### src/rtl/tlm_sb_pkg.sv
// Shared types and parameter defaults/limits for the sideband RX queue.
package tlm_sb_pkg;

    // Message class of a sideband flit
    typedef enum logic {
        SB_PC = 1'b0,
        SB_NP = 1'b1
    } sb_class_e;

    // Credit FSM states
    typedef enum logic {
        INIT = 1'b0,
        RUN  = 1'b1
    } rx_state_e;

    localparam int PAYLOAD_W_DEF = 8;
    localparam int SLOTS_DEF     = 2;
    localparam int SLOTS_MIN     = 1;
    localparam int SLOTS_MAX     = 8;
    localparam int MAX_FLITS_DEF = 4;

    // Flits each class FIFO must hold so every advertised credit can be filled
    function automatic int fifo_depth(input int slots, input int max_flits);
        return slots * max_flits;
    endfunction

endpackage

### src/rtl/tlm_sb_flit_fifo.sv
// Single-clock flit FIFO. A write is visible on the output the cycle after
// it is accepted; a read in the same cycle frees the head entry first, so a
// write into a full FIFO succeeds when it is paired with a read.
module tlm_sb_flit_fifo #(
    parameter int WIDTH = 9,
    parameter int DEPTH = 8
) (
    input  logic             clk,
    input  logic             rst,
    input  logic             wr_en,
    input  logic [WIDTH-1:0] wr_data,
    input  logic             rd_en,
    output logic [WIDTH-1:0] rd_data,
    output logic             vld,
    output logic             full
);

    localparam int PTR_W = (DEPTH > 1) ? $clog2(DEPTH) : 1;
    localparam int CNT_W = $clog2(DEPTH + 1);

    logic [WIDTH-1:0] mem [DEPTH];
    logic [PTR_W-1:0] wr_ptr;
    logic [PTR_W-1:0] rd_ptr;
    logic [CNT_W-1:0] count;
    logic             rd_fire;
    logic             wr_fire;

    function automatic logic [PTR_W-1:0] ptr_inc(input logic [PTR_W-1:0] p);
        return (p == PTR_W'(DEPTH - 1)) ? '0 : p + 1'b1;
    endfunction

    assign vld     = (count != '0);
    assign full    = (count == CNT_W'(DEPTH));
    assign rd_fire = rd_en & vld;
    assign wr_fire = wr_en & (~full | rd_fire);
    assign rd_data = mem[rd_ptr];

    // Storage array; contents need no reset because count gates visibility
    always_ff @(posedge clk) begin
        if (wr_fire) begin
            mem[wr_ptr] <= wr_data;
        end
    end

    // Pointer and occupancy bookkeeping
    always_ff @(posedge clk) begin
        if (rst) begin
            wr_ptr <= '0;
            rd_ptr <= '0;
            count  <= '0;
        end else begin
            if (wr_fire) begin
                wr_ptr <= ptr_inc(wr_ptr);
            end
            if (rd_fire) begin
                rd_ptr <= ptr_inc(rd_ptr);
            end
            case ({wr_fire, rd_fire})
                2'b10:   count <= count + 1'b1;
                2'b01:   count <= count - 1'b1;
                default: count <= count;
            endcase
        end
    end

endmodule

### src/rtl/tlm_sb_rx_queue.sv
// Sideband RX queue: per-class flit FIFOs (posted/completion and non-posted)
// with a credit FSM that advertises SLOTS message credits after reset and
// returns one credit per dequeued end-of-message flit.
// Optional protocol checking is compiled in with TLM_SB_RX_PROTO_CHK_EN.
//
// state | meaning
// INIT  | advertising initial credits, one pulse per class per cycle
// RUN   | credits advertised; cups follow eom dequeues
module tlm_sb_rx_queue
    import tlm_sb_pkg::*;
#(
    parameter int PAYLOAD_W = PAYLOAD_W_DEF,
    parameter int SLOTS     = SLOTS_DEF,
    parameter int MAX_FLITS = MAX_FLITS_DEF
) (
    input  logic                 tlm_secondary_clock,
    input  logic                 tlm_secondary_reset,
    input  logic                 sb2_tlm_pcput,
    input  logic                 sb2_tlm_npput,
    input  logic                 sb2_tlm_eom,
    input  logic [PAYLOAD_W-1:0] sb2_tlm_payload,
    output logic                 tlm_sb2_pccup,
    output logic                 tlm_sb2_npcup,
    output logic                 pc_vld,
    output logic [PAYLOAD_W-1:0] pc_data,
    output logic                 pc_eom,
    input  logic                 pc_rdy,
    output logic                 np_vld,
    output logic [PAYLOAD_W-1:0] np_data,
    output logic                 np_eom,
    input  logic                 np_rdy,
    output logic                 init_done,
    output logic                 err_proto
);

    localparam int DEPTH  = fifo_depth(SLOTS, MAX_FLITS);
    localparam int ICNT_W = $clog2(SLOTS + 1);

    logic                 pc_wr;
    logic                 np_wr;
    logic                 pc_fifo_vld;
    logic                 np_fifo_vld;
    logic                 pc_full;
    logic                 np_full;
    logic [PAYLOAD_W:0]   pc_head;
    logic [PAYLOAD_W:0]   np_head;
    logic                 pc_fire;
    logic                 np_fire;
    rx_state_e            state;
    logic [ICNT_W-1:0]    init_cnt;

    tlm_sb_flit_fifo #(
        .WIDTH (PAYLOAD_W + 1),
        .DEPTH (DEPTH)
    ) u_pc_fifo (
        .clk     (tlm_secondary_clock),
        .rst     (tlm_secondary_reset),
        .wr_en   (pc_wr),
        .wr_data ({sb2_tlm_eom, sb2_tlm_payload}),
        .rd_en   (pc_rdy),
        .rd_data (pc_head),
        .vld     (pc_fifo_vld),
        .full    (pc_full)
    );

    tlm_sb_flit_fifo #(
        .WIDTH (PAYLOAD_W + 1),
        .DEPTH (DEPTH)
    ) u_np_fifo (
        .clk     (tlm_secondary_clock),
        .rst     (tlm_secondary_reset),
        .wr_en   (np_wr),
        .wr_data ({sb2_tlm_eom, sb2_tlm_payload}),
        .rd_en   (np_rdy),
        .rd_data (np_head),
        .vld     (np_fifo_vld),
        .full    (np_full)
    );

    // Outputs are forced low while reset is held, including the first reset cycle
    assign pc_vld  = pc_fifo_vld & ~tlm_secondary_reset;
    assign np_vld  = np_fifo_vld & ~tlm_secondary_reset;
    assign pc_data = pc_vld ? pc_head[PAYLOAD_W-1:0] : '0;
    assign np_data = np_vld ? np_head[PAYLOAD_W-1:0] : '0;
    assign pc_eom  = pc_vld & pc_head[PAYLOAD_W];
    assign np_eom  = np_vld & np_head[PAYLOAD_W];
    assign pc_fire = pc_vld & pc_rdy;
    assign np_fire = np_vld & np_rdy;

    // Credit FSM: SLOTS initial pulses, then one cup per dequeued eom per class
    always_ff @(posedge tlm_secondary_clock) begin
        if (tlm_secondary_reset) begin
            state         <= INIT;
            init_cnt      <= ICNT_W'(SLOTS);
            init_done     <= 1'b0;
            tlm_sb2_pccup <= 1'b0;
            tlm_sb2_npcup <= 1'b0;
        end else begin
            tlm_sb2_pccup <= pc_fire & pc_eom;
            tlm_sb2_npcup <= np_fire & np_eom;
            case (state)
                INIT: begin
                    tlm_sb2_pccup <= 1'b1;
                    tlm_sb2_npcup <= 1'b1;
                    init_cnt      <= init_cnt - 1'b1;
                    if (init_cnt == ICNT_W'(1)) begin
                        state <= RUN;
                    end
                end
                RUN: begin
                    init_done <= 1'b1;
                end
                default: state <= INIT;
            endcase
        end
    end

`ifdef TLM_SB_RX_PROTO_CHK_EN
    localparam int FCNT_W = $clog2(MAX_FLITS + 1);
    localparam int MCNT_W = $clog2(SLOTS + 2);

    logic              both_put;
    logic              pc_acc;
    logic              np_acc;
    logic              pc_ovf;
    logic              np_ovf;
    logic              pc_long;
    logic              np_long;
    logic              pc_msg_err;
    logic              np_msg_err;
    logic [FCNT_W-1:0] pc_flits;
    logic [FCNT_W-1:0] np_flits;
    logic [MCNT_W-1:0] pc_msgs;
    logic [MCNT_W-1:0] np_msgs;

    // Simultaneous puts are ambiguous, so both flits are discarded
    assign both_put = sb2_tlm_pcput & sb2_tlm_npput;
    assign pc_wr    = sb2_tlm_pcput & ~sb2_tlm_npput;
    assign np_wr    = sb2_tlm_npput & ~sb2_tlm_pcput;
    assign pc_acc   = pc_wr & (~pc_full | pc_fire);
    assign np_acc   = np_wr & (~np_full | np_fire);
    assign pc_ovf   = sb2_tlm_pcput & pc_full & ~pc_fire;
    assign np_ovf   = sb2_tlm_npput & np_full & ~np_fire;
    assign pc_long  = pc_acc & ~sb2_tlm_eom & (pc_flits == FCNT_W'(MAX_FLITS - 1));
    assign np_long  = np_acc & ~sb2_tlm_eom & (np_flits == FCNT_W'(MAX_FLITS - 1));
    // Outstanding messages are those whose eom is queued but not yet consumed
    assign pc_msg_err = pc_acc & sb2_tlm_eom & ~(pc_fire & pc_eom) &
                        (pc_msgs >= MCNT_W'(SLOTS));
    assign np_msg_err = np_acc & sb2_tlm_eom & ~(np_fire & np_eom) &
                        (np_msgs >= MCNT_W'(SLOTS));

    // Per-class flit-in-message and complete-message counters
    always_ff @(posedge tlm_secondary_clock) begin
        if (tlm_secondary_reset) begin
            pc_flits <= '0;
            np_flits <= '0;
            pc_msgs  <= '0;
            np_msgs  <= '0;
        end else begin
            if (pc_acc) begin
                if (sb2_tlm_eom) begin
                    pc_flits <= '0;
                end else if (pc_flits != FCNT_W'(MAX_FLITS - 1)) begin
                    pc_flits <= pc_flits + 1'b1;
                end
            end
            if (np_acc) begin
                if (sb2_tlm_eom) begin
                    np_flits <= '0;
                end else if (np_flits != FCNT_W'(MAX_FLITS - 1)) begin
                    np_flits <= np_flits + 1'b1;
                end
            end
            case ({pc_acc & sb2_tlm_eom, pc_fire & pc_eom})
                2'b10:   if (pc_msgs != MCNT_W'(SLOTS + 1)) pc_msgs <= pc_msgs + 1'b1;
                2'b01:   if (pc_msgs != '0) pc_msgs <= pc_msgs - 1'b1;
                default: pc_msgs <= pc_msgs;
            endcase
            case ({np_acc & sb2_tlm_eom, np_fire & np_eom})
                2'b10:   if (np_msgs != MCNT_W'(SLOTS + 1)) np_msgs <= np_msgs + 1'b1;
                2'b01:   if (np_msgs != '0) np_msgs <= np_msgs - 1'b1;
                default: np_msgs <= np_msgs;
            endcase
        end
    end

    // Sticky protocol error flag
    always_ff @(posedge tlm_secondary_clock) begin
        if (tlm_secondary_reset) begin
            err_proto <= 1'b0;
        end else if (both_put | pc_ovf | np_ovf | pc_long | np_long |
                     pc_msg_err | np_msg_err) begin
            err_proto <= 1'b1;
        end
    end
`else
    logic unused_full;

    assign pc_wr       = sb2_tlm_pcput;
    assign np_wr       = sb2_tlm_npput;
    assign err_proto   = 1'b0;
    assign unused_full = pc_full ^ np_full;
`endif

endmodule
### config.mk
export PLATFORM = sky130hd
export DESIGN_NAME = tlm_sb_rx_queue
export DESIGN_NICKNAME = d
export VERILOG_FILES = /design/src/rtl/tlm_sb_pkg.sv /design/src/rtl/tlm_sb_flit_fifo.sv /design/src/rtl/tlm_sb_rx_queue.sv
export SDC_FILE = /design/constraint.sdc
export NUM_CORES = 1
export LEC_CHECK = 0
export BUFFER_PORTS_ARGS = -buffer_cell sky130_fd_sc_hd__buf_4
export CAP_MARGIN = 20
export CORE_ASPECT_RATIO = 0.9
export CORE_MARGIN = 2
export CORE_UTILIZATION = 60
export CTS_CLUSTER_SIZE = 10
export DETAILED_ROUTE_END_ITERATION = 8
export PLACE_DENSITY = 0.89
export SLEW_MARGIN = 20
export SYNTH_ARGS = -nofsm -noshare
export SYNTH_HDL_FRONTEND = slang
export SYNTH_SLANG_ARGS = --single-unit
### constraint.sdc
create_clock -name tlm_secondary_clock -period 2.96 [get_ports tlm_secondary_clock]
set_input_delay 0.296 -clock tlm_secondary_clock [delete_from_list [all_inputs] [get_ports tlm_secondary_clock]]
set_output_delay 0.296 -clock tlm_secondary_clock [all_outputs]
set_load 0.05 [all_outputs]
==> results.md, run 1 <==
* Outcome: finished clean
* CTS sink count at 176
* Sw frac at 0.3018
* P_int at between 4 and 5 mW
* Placed inst area at 7635 um2
* Fin. Hold Viols at 0
* CP peak stage delay at between 500 and 600 ps
* Pwr Density at 865.4 nW/um2
* Fmax at around 370 MHz
* Seq/Total Area, Yosys at 0.7006
* Die X at 118.6 um
* Setup-failing EPs final at 0
* Crit path launch: u_np_fifo.count[0]$_SDFFE_PP0P_
* Initial antenna violation count at 0
* First-pass GRT wire length at between 20,000 and 25,000 um
* Max-slew violations at 0
* Hold wc startpoint: np_rdy
* Syn_area_per_cell at 17.54 um2
* Routed Wire Length at about 13,000 um
* Initial Utilization at 0.6173
* Synth unique cells at 34
* Via Count at 3,761
* Fin crit share at 0.9083
* Total GRT Usage at 0.2262
* Hold buffers post-CTS at 0
* Buf+Inv Stages, Crit Path at 1
* Routed wire per std cell at ~21 um
* Setup TNS at 0 ps
* Post-Syn Instances at ~400
* Vias in the first global route at 3,820
* Yosys reg bits at roughly 180
* GR Overflow Total at 0
* Synthesized area at 7087 um2
* Max cap viols at 0
* Leakage at 2.890 nW
* Detailed Route Iter0 Violations at 319
* Clock Power Share at 0.324
* Critical-path top delay cell: or3_1
* # DRC at 0
* Synth Net Count at between 400 and 500
* CP Max Fanout at 5
* Final min period at 2688 ps
* Unrepaired setup endpoints after global routing: no
* Gate power share at 0.261
* Kind of cell adding the most delay to the critical path: simple AND/OR/NAND/NOR gates
* Post-synthesis to final-layout area growth at 16.44%
* Ys Warns at 0
* Largest net degree at the start of global routing at 31
* Skew final at 7.641 ps
* Antenna Nets Post-Route at 0
* CTS Buf Count at 17
* Critical Path RT at 3320 ps
* CTS max path bufs at 2
* DIE AREA at roughly 13,000 um2
* Sequential Power Share at 0.415
* Clock transition at path regs at 60 ps
* Io pins at 39
* Fillers at between 700 and 800
* Row count at 37
* Layout Nets at 495
* H-tree Lvls at 4
* Switching power at approximately 2.2 mW
* Multi-input logic area at 2013 um2
* Critical path class: reg -> reg
* Routability congestion estimate at 0.8131
* Port-buffer cells at 37
* Root buf cell: clkbuf_16
* Crit. End Element: register
* Post-CTS Setup Bufs at 0
* Final Instance Area at 8252 um2
* WP data arrival at 3050 ps
* Crit-path cells: or3_1, o21ai_2, inv_1, ha_1, xor2_1, ha_1, a21oi_1, xor2_1, or3_1, a21oi_1
* Core area at 11,480 um2
* Worst-Skew Late Latency at 430 ps
* DIE HEIGHT at 107.1 um
* Share of cells above drive strength 1 at 0.2845
* DP HPWL at a little under 8000 um
* HP Class: in -> reg
* Drt via density at ~5.9
* TritonCTS clock tree: yes
* Reg area at between 4000 and 5000 um2
* Antenna Cells at 0
* CP Launch Type: register
* Post-cts sizing count at 0
* DR pass1 iterations at 4
* Peak supply drop at 626.6 uV
* Worst r2r src: u_np_fifo.count[0]$_SDFFE_PP0P_
==> metrics by stage <==
step                        util  worst slack (ps)  std cells  hold slack (ps)  total power [mW]
after global routing      0.7187             89.64        634            105.9             7.434
after CTS                 0.7187             290.2        634            79.94             7.197
after floorplan                -             567.2        404            394.9             4.457
final                     0.7187             271.6        634            97.74             7.141
after global placement    0.6650             471.9        602            442.2             4.779
after detailed placement  0.6650             314.7        602            460.1             4.873
==> metal layers <==
layer / vias up / global-route usage / part of all wire
li1: 1695 / - / -
met1: 1913 / 0.2939 / 0.41
met2: 132 / 0.3649 / 0.51
met3: 21 / 0.05426 / 0.059
met4: 0 / 0.1071 / 0.020
met5: - / 0 / 0
==> Yosys cell counts (all sizes together) <==
library cell / number / share of area
edfxtp: 144 / 0.61
nor2: 43 / 0.023
mux4: 34 / 0.11
dfxtp: 32 / 0.090
mux2i: 32 / 0.045
ha: 15 / 0.026
buf: 11 / 0.011
a21oi: 10 / 0.0071
nand2: 10 / 0.0053
nand2b: 8 / 0.0071
nor3: 8 / 0.0056
o21ai: 8 / 0.0099
or3: 8 / 0.0071
xor2: 7 / 0.0087
clkbuf: 6 / 0.0032
inv: 5 / 0.0026
nor2b: 3 / 0.0026
a32o: 2 / 0.0028
mux2: 2 / 0.0032
nor3b: 2 / 0.0021
nor4: 2 / 0.0018
o211ai: 2 / 0.0021
o21bai: 2 / 0.0053
o22ai: 2 / 0.0018
o2bb2ai: 2 / 0.0025
or3b: 2 / 0.0025
a211o: 1 / 0.0012
conb: 1 / 0.00053
==> cell families after synthesis <==
| kind of cell | after synthesis | synth area share |
|---|---|---|
| xor gates and xnor gates | 7 | 0.008651 |
| buffers and inverters | 22 | 0.01713 |
| muxes | 68 | 0.1564 |
| adders and majority gates | 15 | 0.02648 |
| other | 1 | 0.0005292 |
| AOI/OAI and AO/OA | 29 | 0.03266 |
| and+or+nand+nor | 86 | 0.05756 |
| DFF | 176 | 0.7006 |
==> cell usage in the layout (no fill, tap or decap) <==
master / count
nor3_1: 8
nor3b_1: 2
inv_1: 5
o2bb2ai_1: 2
nor2b_1: 3
a21oi_1: 10
or3_1: 8
buf_4: 59
nand2_1: 10
o22ai_1: 2
a32o_1: 2
o211ai_1: 2
nand2b_1: 8
nor2_2: 2
clkbuf_16: 17
edfxtp_1: 144
a211o_1: 1
mux4_2: 34
dfxtp_1: 32
ha_1: 15
nor4_2: 2
clkinv_4: 2
bufinv_16: 4
xor2_1: 7
mux2i_1: 32
nor2_1: 41
o21bai_4: 2
clkinvlp_4: 1
o21ai_0: 4
inv_6: 2
or3b_1: 2
o21ai_2: 2
clkinv_1: 1
mux2_2: 2
o21ai_4: 2
clkinv_2: 5
conb_1: 1
==> final timing paths <==
path | to | slack (ps) | cells after the start
max | u_np_fifo.count[2]$_SDFFE_PP0P_ | 270 | 10
min | tlm_sb2_npcup$_SDFF_PP0_ | 100 | 2
max reg2reg | u_np_fifo.count[2]$_SDFFE_PP0P_ | 270 | 10
min reg2reg | init_cnt[1]$_SDFFE_PP1N_ | 470 | 1
==> cell type report <==
| type | instances | area share |
|---|---|---|
| clock buffer | 17 | 0.05155 |
| tap | 156 | 0.02365 |
| multi-input combinational | 206 | 0.2440 |
| sequential | 176 | 0.6017 |
| clock inverter | 15 | 0.02320 |
| inverter | 5 | 0.002274 |
| timing repair buffer | 59 | 0.05368 |
==> power by group through the flow <==
stage | registers [mW] | clock network [mW] | logic [mW]
after global routing | 2.98 | 2.44 | 2.01
after CTS | 2.96 | 2.35 | 1.89
after global placement | 2.99 | 0 | 1.79
after detailed placement | 3.01 | 0 | 1.86
after floorplan | 3.01 | 0 | 1.45
final | 2.96 | 2.31 | 1.87
==> flip-flops by register name (all words and copies together), names as in the netlist, named ones only <==
register / flops
u_np_fifo.rd_ptr: 3
u_pc_fifo.count: 4
u_np_fifo.wr_ptr: 3
u_pc_fifo.rd_ptr: 3
u_np_fifo.mem: 72
u_np_fifo.count: 4
init_cnt: 2
tlm_sb2_npcup: 1
u_pc_fifo.mem: 72
init_done: 1
tlm_sb2_pccup: 1
state: 1
u_pc_fifo.wr_ptr: 3
Note: power is estimated with default switching activity, not from simulation.
==> inputs of run 2 (changes only) <==
CELL_PAD_IN_SITES_DETAIL_PLACEMENT = 0   (was default)
CELL_PAD_IN_SITES_GLOBAL_PLACEMENT = 1   (was default)
CORE_MARGIN = 1   (was 2)
CORE_UTILIZATION = 52   (was 60)
==> results.md, run 2 (synthesized netlist as in run 1, its figures left out) <==
* Initial antenna violation count at 0 (unchanged)
* WP data arrival at 3010 ps (-40 ps)
* Slew margin rel. at 0.5291
* Biggest regs: u_np_fifo.mem x72, u_pc_fifo.mem x72
* Final std cells w/o fill at 644 (+1.6%)
* Post-CTS Setup Bufs at 0 (unchanged)
* Hold wc startpoint: np_rdy
* Io pins at 39 (unchanged)
* H-tree Lvls at 4 (unchanged)
* Inst Count DP at 612 (+1.7%)
* Initial Utilization at 0.5323 (-0.08493)
* Port-buffer cells at 37 (unchanged)
* Worst slew pin tran at 705.4 ps
* RR Endpoint: u_np_fifo.count[2]$_SDFFE_PP0P_
* Via Count at 3,652 (-2.9%)
* Drt via density at 5.671 (-4.4%)
* Die X at 125.1 um (+5.5%)
* Kind of cell adding the most delay to the critical path: simple AND/OR/NAND/NOR gates
* Outcome: finished clean
* Critical Path RT at 3320 ps (about the same)
* Row count at 40 (+8.1%)
* Leakage at 2.867 nW (-0.80%)
* Total GRT Usage at 0.1968 (-0.02933)
* Antenna Cells at 0 (unchanged)
* CP peak stage delay at 510 ps (about the same)
* Root buf cell: clkbuf_16
* Fmax at 378.1 MHz (+1.7%)
* Routed wire per std cell at 19.52 um (-6.5%)
* DP HPWL at 7873 um (-0.28%)
* Worst-Skew Late Latency at 430 ps (about the same)
* Final min period at 2645 ps (-43.81 ps)
* Max-slew violations at 0 (unchanged)
* Hold Path Cell Cnt at 2 (unchanged)
* # DRC at 0 (unchanged)
* Post-cts sizing count at 0 (unchanged)
* Post-synthesis to final-layout area growth at 16.33% (about the same)
* CTS max path bufs at 2 (unchanged)
* Hold buffers post-CTS at 0 (unchanged)
* Unrepaired setup endpoints after global routing: no
* First-pass GRT wire length at 19,950 um (-3.5%)
* Setup TNS at 0 ps (unchanged)
* Final Util at 0.6193 (-0.09946)
* Fillers at 942 (+31%)
* Peak supply drop at 564.6 uV (-9.9%)
* Core area at 13,310 um2 (+16%)
* TritonCTS clock tree: yes
* Critical-path top delay cell: or3_1
* Share of cells above drive strength 1 at 0.2815 (-0.003006)
* Worst r2r src: u_np_fifo.count[0]$_SDFFE_PP0P_
* Crit-path cells: or3_1, o21ai_2, inv_1, ha_1, xor2_1, ha_1, a21oi_1, xor2_1, or3_1, a21oi_1
* Max cap viols at 0 (unchanged)
* Antenna Nets Post-Route at 0 (unchanged)
* Setup-failing EPs final at 0 (unchanged)
* CTS Buf Count at 17 (unchanged)
* Vias in the first global route at 3,693 (-3.3%)
* Largest net degree at the start of global routing at 31 (unchanged)
* Clock transition at path regs at 70 ps (about the same)
* Layout Nets at 493 (-0.40%)
* Internal reg-to-reg setup slack at 320 ps (+40 ps)
* Hold Path End: tlm_sb2_npcup$_SDFF_PP0_
* GR Overflow Total at 0 (unchanged)
* Most common cell after layout, fill and taps aside: edfxtp_1
* R2R depth at 10 (unchanged)
* Skew final at 10.79 ps (+3.145 ps)
* Detailed Route Iter0 Violations at 245 (-23%)
* Routability congestion estimate at 0.8012 (-1.5%)
* Critical path class: reg -> reg
* DIE AREA at 14,100 um2 (+11%)
* DR pass1 iterations at 6 (+2)
* Buf+Inv Stages, Crit Path at 1 (unchanged)
* CP Launch Type: register
* Pwr Density at 859.1 nW/um2 (-0.72%)
* Most frequent cells in the layout: edfxtp_1, buf_4, nor2_1, mux4_2
* CP Max Fanout at 5 (unchanged)
* CTS sink count at 176 (unchanged)
* Fin. Hold Viols at 0 (unchanged)
* HP Class: in -> reg
* Fin crit share at 0.8935 (-0.01480)
* DIE HEIGHT at 112.8 um (+5.3%)
* Crit. End Element: register
* Routed Wire Length at 12,570 um (-5.0%)
[run 2: how the worst max path moves through the flow]
stage | start | endpoint | slack (ps) | cells past startpoint
after floorplan | u_np_fifo.count[0]$_SDFFE_PP0P_ | u_np_fifo.count[2]$_SDFFE_PP0P_ | 570 | 11
after global placement | u_np_fifo.count[0]$_SDFFE_PP0P_ | u_np_fifo.count[2]$_SDFFE_PP0P_ | 460 | 10
after detailed placement | u_np_fifo.count[1]$_SDFFE_PP0P_ | u_np_fifo.count[2]$_SDFFE_PP0P_ | 320 | 10
after CTS | u_np_fifo.count[0]$_SDFFE_PP0P_ | u_np_fifo.count[2]$_SDFFE_PP0P_ | 300 | 10
after global routing | u_np_fifo.count[1]$_SDFFE_PP0P_ | u_np_fifo.count[2]$_SDFFE_PP0P_ | 70 | 10
final | u_np_fifo.count[0]$_SDFFE_PP0P_ | u_np_fifo.count[2]$_SDFFE_PP0P_ | 320 | 10
[run 2: final cells by class]
type	count	area, um2	share of cell area
Timing Repair Buffer	57	427.9	0.05190
Multi-Input combinational cell	206	2013	0.2442
Tap cell	168	210.2	0.02550
Clock buffer	18	429.2	0.05206
Clock inverter	14	180.2	0.02185
Sequential cell	176	4965	0.6022
Inverter	5	18.77	0.002277
[run 2: power breakdown]
| part | switching [mW] | total, mW | internal (mW) |
|---|---|---|---|
| Clock | 0.947 | 2.29 | 1.34 |
| Combinational | 1.08 | 1.82 | 0.739 |
| Sequential | 0.140 | 2.98 | 2.84 |
[run 2: worst register-to-register path: stages, from the launching register on]
cell,delay [ps]
dfxtp_1,350
or3_1,510
o21ai_2,280
inv_1,100
ha_1,270
xor2_1,180
ha_1,180
a21oi_1,150
xor2_1,100
or3_1,330
a21oi_1,150
[run 2: metal layers]
| layer | share of wire | up-vias | track usage | wire [um] |
|---|---|---|---|---|
| met5 | 0 | - | 0 | 0 |
| met4 | 0.014 | 0 | 0.06098 | 175 |
| met3 | 0.043 | 18 | 0.06052 | 539 |
| met2 | 0.49 | 87 | 0.3166 | 6107 |
| met1 | 0.46 | 1860 | 0.2601 | 5752 |
| li1 | - | 1687 | - | - |
[run 2: through the flow]
stage / hold slack, ps / total power [mW] / instance area, um2 / setup slack, ps
6_report: 99.11 / 7.083 / 8244 / 315.4
5_1_grt: 102.6 / 7.418 / 8244 / 65.71
4_1_cts: 86.74 / 7.155 / 8244 / 303.0
3_5_place_dp: 454.5 / 4.867 / 7635 / 320.5
3_3_place_gp: 443.5 / 4.798 / 7635 / 455.3
2_1_floorplan: 394.9 / 4.457 / 7087 / 567.2
